<file path="src/rtl/hazard_control_unit.sv">
// hazard_control_unit: owns the pipeline stage enables; inserts load-use bubbles, flushes on taken
// branches, freezes on data-memory waits and tracks stall cycles plus a sticky memory timeout.
module hazard_control_unit #(
    parameter int REGISTER_FILE_ADDRESS_WIDTH = 5,
    parameter int MEM_TIMEOUT = 64,
    parameter int STALL_CNT_WIDTH = 32
) (
    input  logic                                   clk,
    input  logic                                   rst_n,
    input  logic [REGISTER_FILE_ADDRESS_WIDTH-1:0] ifid_rs1,
    input  logic [REGISTER_FILE_ADDRESS_WIDTH-1:0] ifid_rs2,
    input  logic                                   ifid_uses_rs1,
    input  logic                                   ifid_uses_rs2,
    input  logic [REGISTER_FILE_ADDRESS_WIDTH-1:0] idex_rd,
    input  logic                                   idex_ctrl_mem_r,
    input  logic                                   exmem_ctrl_mem_r,
    input  logic                                   exmem_ctrl_mem_w,
    input  logic                                   dmem_ready,
    input  logic                                   ex_branch_taken,
    output logic                                   pc_write,
    output logic                                   ifid_write,
    output logic                                   idex_write,
    output logic                                   exmem_write,
    output logic                                   ifid_flush,
    output logic                                   idex_bubble,
    output logic                                   memwb_bubble,
    output logic [STALL_CNT_WIDTH-1:0]             stall_count,
    output logic                                   mem_timeout_err
);
    localparam int WW = $clog2(MEM_TIMEOUT + 1);
    localparam int SCW = STALL_CNT_WIDTH;

    typedef enum logic [1:0] {INIT, RUN, MEM_WAIT, ERROR} state_t;

    state_t        state;
    logic [WW-1:0] wait_cnt;
    logic          mem_busy, load_use, active, frozen, flow;

    assign mem_busy = (exmem_ctrl_mem_r | exmem_ctrl_mem_w) & ~dmem_ready;
    assign load_use = idex_ctrl_mem_r && idex_rd != '0 &&
                      ((ifid_uses_rs1 && idex_rd == ifid_rs1) || (ifid_uses_rs2 && idex_rd == ifid_rs2));
    assign active = state != INIT;
    assign frozen = state == ERROR || (state == RUN && mem_busy) || (state == MEM_WAIT && !dmem_ready);
    assign flow = active && !frozen;

    // A taken branch discards a simultaneous load-use stall: the dependent instruction is squashed anyway
    assign pc_write = flow && (ex_branch_taken || !load_use);
    assign ifid_write = pc_write;
    assign idex_write = flow;
    assign exmem_write = flow;
    assign ifid_flush = flow && ex_branch_taken;
    assign idex_bubble = flow && (ex_branch_taken || load_use);
    assign memwb_bubble = frozen;

    always_ff @(posedge clk or negedge rst_n) begin
        if (!rst_n) begin
            state <= INIT;
            wait_cnt <= '0;
            stall_count <= '0;
            mem_timeout_err <= 1'b0;
        end else begin
            if (active && !pc_write && stall_count != '1)
                stall_count <= stall_count + SCW'(1);
            case (state)
                INIT: state <= RUN;
                RUN: begin
                    if (mem_busy) begin
                        state <= MEM_WAIT;
                        wait_cnt <= WW'(1);
                    end
                end
                MEM_WAIT: begin
                    if (dmem_ready) begin
                        state <= RUN;
                        wait_cnt <= '0;
                    end else if (wait_cnt == WW'(MEM_TIMEOUT)) begin
                        state <= ERROR;
                        mem_timeout_err <= 1'b1;
                    end else begin
                        wait_cnt <= wait_cnt + WW'(1);
                    end
                end
                ERROR: mem_timeout_err <= 1'b1;
            endcase
        end
    end
endmodule

</file>
<file path="config.mk">
export PLATFORM = sky130hd
export DESIGN_NAME = hazard_control_unit
export DESIGN_NICKNAME = d
export VERILOG_FILES = /design/src/rtl/hazard_control_unit.sv
export SDC_FILE = /design/constraint.sdc
export NUM_CORES = 1
export LEC_CHECK = 0
export ABC_AREA = 1
export CELL_PAD_IN_SITES_DETAIL_PLACEMENT = 1
export CELL_PAD_IN_SITES_GLOBAL_PLACEMENT = 2
export CORE_ASPECT_RATIO = 0.8
export CORE_MARGIN = 5
export CORE_UTILIZATION = 25
export CTS_CLUSTER_DIAMETER = 120
export DETAILED_ROUTE_END_ITERATION = 12
export HOLD_SLACK_MARGIN = 0.1
export PLACE_DENSITY = 0.79
export SLEW_MARGIN = 30
export SYNTH_ARGS = -nofsm -noshare
export SYNTH_HDL_FRONTEND = slang
export SYNTH_SLANG_ARGS = --single-unit
</file>
<file path="constraint.sdc">
create_clock -name clk -period 2.1 [get_ports clk]
set_input_delay 0.315 -clock clk [delete_from_list [all_inputs] [get_ports clk]]
set_output_delay 0.315 -clock clk [all_outputs]
set_load 0.05 [all_outputs]
</file>
==> results.txt <==
* Clk pin slew, worst setup/hold paths: 70 ps
* Effective utilization at floorplan: between 20% and 30%
* Leakage: between 2 and 2.5 nW
- The detail route stage leaves a number of antenna-violating nets equal to 0.
- Setup skew after layout: approximately 11 ps
- After synthesis, the largest family of logic cells by area is simple AND/OR/NAND/NOR gates.
- Largest driver fanout on the critical path: 4
- Of the total synthesized cell area, the portion taken by XOR and XNOR cells is about 7.7%.
- Number of unique standard cell types used by synthesis: 25
- Entering global routing, the biggest net connects 43 pins.
- DRC viols: 0
- Synthesized-area fraction occupied by and/or/nand/nor cells: between 40% and 50%
- Cells on Worst Hold Path: 2
- Average wire per standard cell: 15.51 um
- Most area-hungry cell type in the Yosys netlist: dfrtp_1
* Num Clock Sinks: 42
- After synthesis, the cell types taking the most area are dfrtp_1 (34%), nand2_1 (23%), nor2_1 (8.4%).
* All-Layer GR Usage: 15.55%
* Clock tree from TritonCTS: yes
- After the first detailed-routing iteration, the DRC count stood at around 170.
- Setup-failing EPs final: 0
- Bufs on Longest Clock Path: 2
* Source of the worst hold timing path: mem_timeout_err$_DFFE_PN0P_
- Final hold slack: between 500 and 600 ps
- Number of antenna violations at the first check in global routing: 0
* Crit Reg-Reg Startpoint: stall_count[1]$_DFFE_PN0P_
- Kind of path behind the tightest hold check: flop to flop
* Horizontal extent of the die: about 130 um
- Clock buffer count from CTS: 5
* Minimum clock period: 2093 ps
- At the end of routability-driven placement, the weighted congestion stood at 0.8562.
* Count of yosys warnings during synthesis: 0
- Each instance of the synthesized netlist takes up on average roughly 6.6 sq um.
- The floorplan step defined a die boundary enclosing approximately 15,000 sq um.
* Post-synthesis register bit count: 42
* Final-report hold violation count: 0
- The worst register-to-register path has a setup slack of between 150 and 200 ps.
- Post-Synthesis Net Count: 502
* H-tree Lvls: 2
- Across the VDD grid, the largest voltage drop is about 0.56 mV.
- Logic depth of the worst register-to-register path: 10
- The worst path meets setup with 7.019 ps of slack.
* Layout overhead on the synthesized area: 46.70%
- The first detailed-routing pass took 4 iterations.
- The flow ran to the end, and the final reports show no timing, DRC or antenna violations.
* Share of the yosys chip area belonging to registers: roughly a third
* RSZ-0062 raised after global routing: true
* Die Ht: between 100 and 150 um
- Aggregate global routing overflow: 0
- The worst pin sits at a relative slew slack of ~64%.
- The first global-routing pass estimated 18,090 um of wire.
- Number of vias in the routed layout: ~3,400
* Number of global-route vias before repair: about 3,400
- CTS root buf: clkbuf_16
* Final wirelength: 11,090 um
- Fraction of the mapped netlist area in compound gates: around 2.6%
- Count of nets after finishing: a little under 600
- Timing-limited maximum frequency: 477.8 MHz
- In this run the critical register-to-register path is captured at stall_count[7]$_DFFE_PN0P_.
- Input and output buffers added on the ports amount to between 60 and 70.
- In this run the power density over the cells is between 1000 and 1500 nW/um^2.
- STA puts the critical path data required time at ~1800 ps.
* Commonest non-fill, non-tap cells in the layout: nand2_1 (188), nor2_1 (64), clkdlybuf4s50_1 (51)
- Arrival time at the worst endpoint: approximately 1800 ps
- Row generation in the floorplan step produced 36 rows.
- Skew-Pair Late Insertion Delay: ~300 ps
* Proportion of netlist area held by the largest area contributor: between 30% and 40%
- After detailed routing, the number of vias per cell comes to between 4 and 5.
- Across the run, the number of max-cap violations was 0.
* Total negative slack: 0 ps
- In the finished design, the share of the clock period the worst path needs comes to 99.67%.
- The critical path in this run is classified as flop to output port.
- Of the post-synthesis cell area, the part taken by muxes is 0%.
* Total design power: ~4.6 mW
- The library cell used most frequently in the layout, excluding fill and tap cells, is nand2_1.
- Slew @ Worst Pin: ~540 ps
* Synthesized netlist cell count: ~470
- Timing analysis after detailed placement gives a worst setup slack of -90.53 ps.
- The floorplan step defined a core boundary enclosing 12,120 sq um.
* Adder-Cell Fraction of Synth Area: 3.662%
- Ports placed on the boundary: 64
- Max-slew violations: 0
- The mapped netlist covers slightly above 3000 sq um.
- Proportion of layout cells with a drive suffix above 1: between 10% and 20%
- The worst setup path is captured at an output port.
- The repair_antennas step left the layout with diodes totalling 0.
* Post-DP HPWL: 8876 um
* Endpoint of the worst hold path: mem_timeout_err$_DFFE_PN0P_
- Crit path launch type: flop
==> cell families after synthesis <==
kind of cell,after synthesis
flops,42
fa+ha+maj,9
xor+xnor,27
buf+inv,54
compound gates,16
simple gates,321
==> power by group <==
part | internal [mW] | total (mW) | switching [mW]
Combinational | 1.02 | 2.59 | 1.57
Sequential | 0.891 | 1.00 | 0.112
Clock | 0.684 | 1.04 | 0.357
==> how the worst max path moves through the flow <==
stage,cells after the start,slack (ps),from,endpoint
3_3_place_gp,13,-40,idex_rd[2],stall_count[13]$_DFFE_PN0P_
5_1_grt,9,-80,state[1]$_DFFE_PN0P_,idex_bubble
4_1_cts,9,-30,state[1]$_DFFE_PN0P_,idex_bubble
6_report,9,7,state[1]$_DFFE_PN0P_,idex_bubble
3_5_place_dp,13,-90,idex_rd[4],stall_count[7]$_DFFE_PN0P_
2_1_floorplan,11,-190,state[0]$_DFFE_PN0P_,pc_write
==> state kept, by name, indices dropped and copies added, names as in the netlist <==
name and cells:
mem_timeout_err 1, stall_count 32, state 2, wait_cnt 7
==> per-layer routing <==
| metal | vias to the layer above | share of wire (%) | global-route usage [%] |
|---|---|---|---|
| met5 | - | 0 | 0 |
| met4 | 0 | 1.1 | 3.157 |
| met3 | 10 | 3.6 | 2.860 |
| met2 | 48 | 45 | 25.38 |
| met1 | 1639 | 50 | 21.64 |
| li1 | 1667 | - | - |
==> what timing repair did <==
action	4_1_cts	5_1_grt
resized for setup	4	22
setup endpoints to repair	28	38
hold buffers	1	0
pin swaps	2	6
hold endpoints to repair	42	0
setup buffers	2	7
==> cells in the mapped netlist <==
library cell  instances
nand4_1              33
buf_6                 3
and3_1                1
o21ai_0              10
ha_1                  9
inv_1                40
a21oi_1               5
buf_1                 3
nand3_1              10
nor3_1                8
nor2_2                2
nand3_2               2
xnor2_1              11
nor2_1               69
nand2_2               1
dfrtp_1              42
o21ai_1               1
nor3_2                1
nand2_1             190
xor2_1               16
nand3b_1              3
clkbuf_1              3
buf_2                 3
nand4_2               1
buf_4                 2
==> critical path, cell delays in order (launching register included) <==
cell     delay [ps]
dfrtp_2         450
ha_4            190
inv_4            70
nor2_4           40
nor2_4          120
nand2_4          60
nor2_4          180
inv_4            70
a21oi_4         140
buf_12          150
==> through the flow <==
| stage | utilization (%) | instances | cell area [sq um] |
|---|---|---|---|
| after global routing | 37.24 | 715 | 4512 |
| after CTS | 36.12 | 708 | 4377 |
| after detailed placement | 34.23 | 697 | 4148 |
| after floorplan | - | 469 | 3169 |
| final | 37.24 | 715 | 4512 |
| after global placement | 34.23 | 697 | 4148 |
==> cell type report <==
class / instances / area, sq um
fill: 1487 / 7605
multi-input combinational: 373 / 1902
sequential: 42 / 1054
timing repair buffer: 100 / 1005
tap: 152 / 190.2
inverter: 40 / 167.7
clock buffer: 5 / 125.1
clock inverter: 3 / 68.82
Power figures use the tool's default switching activity.
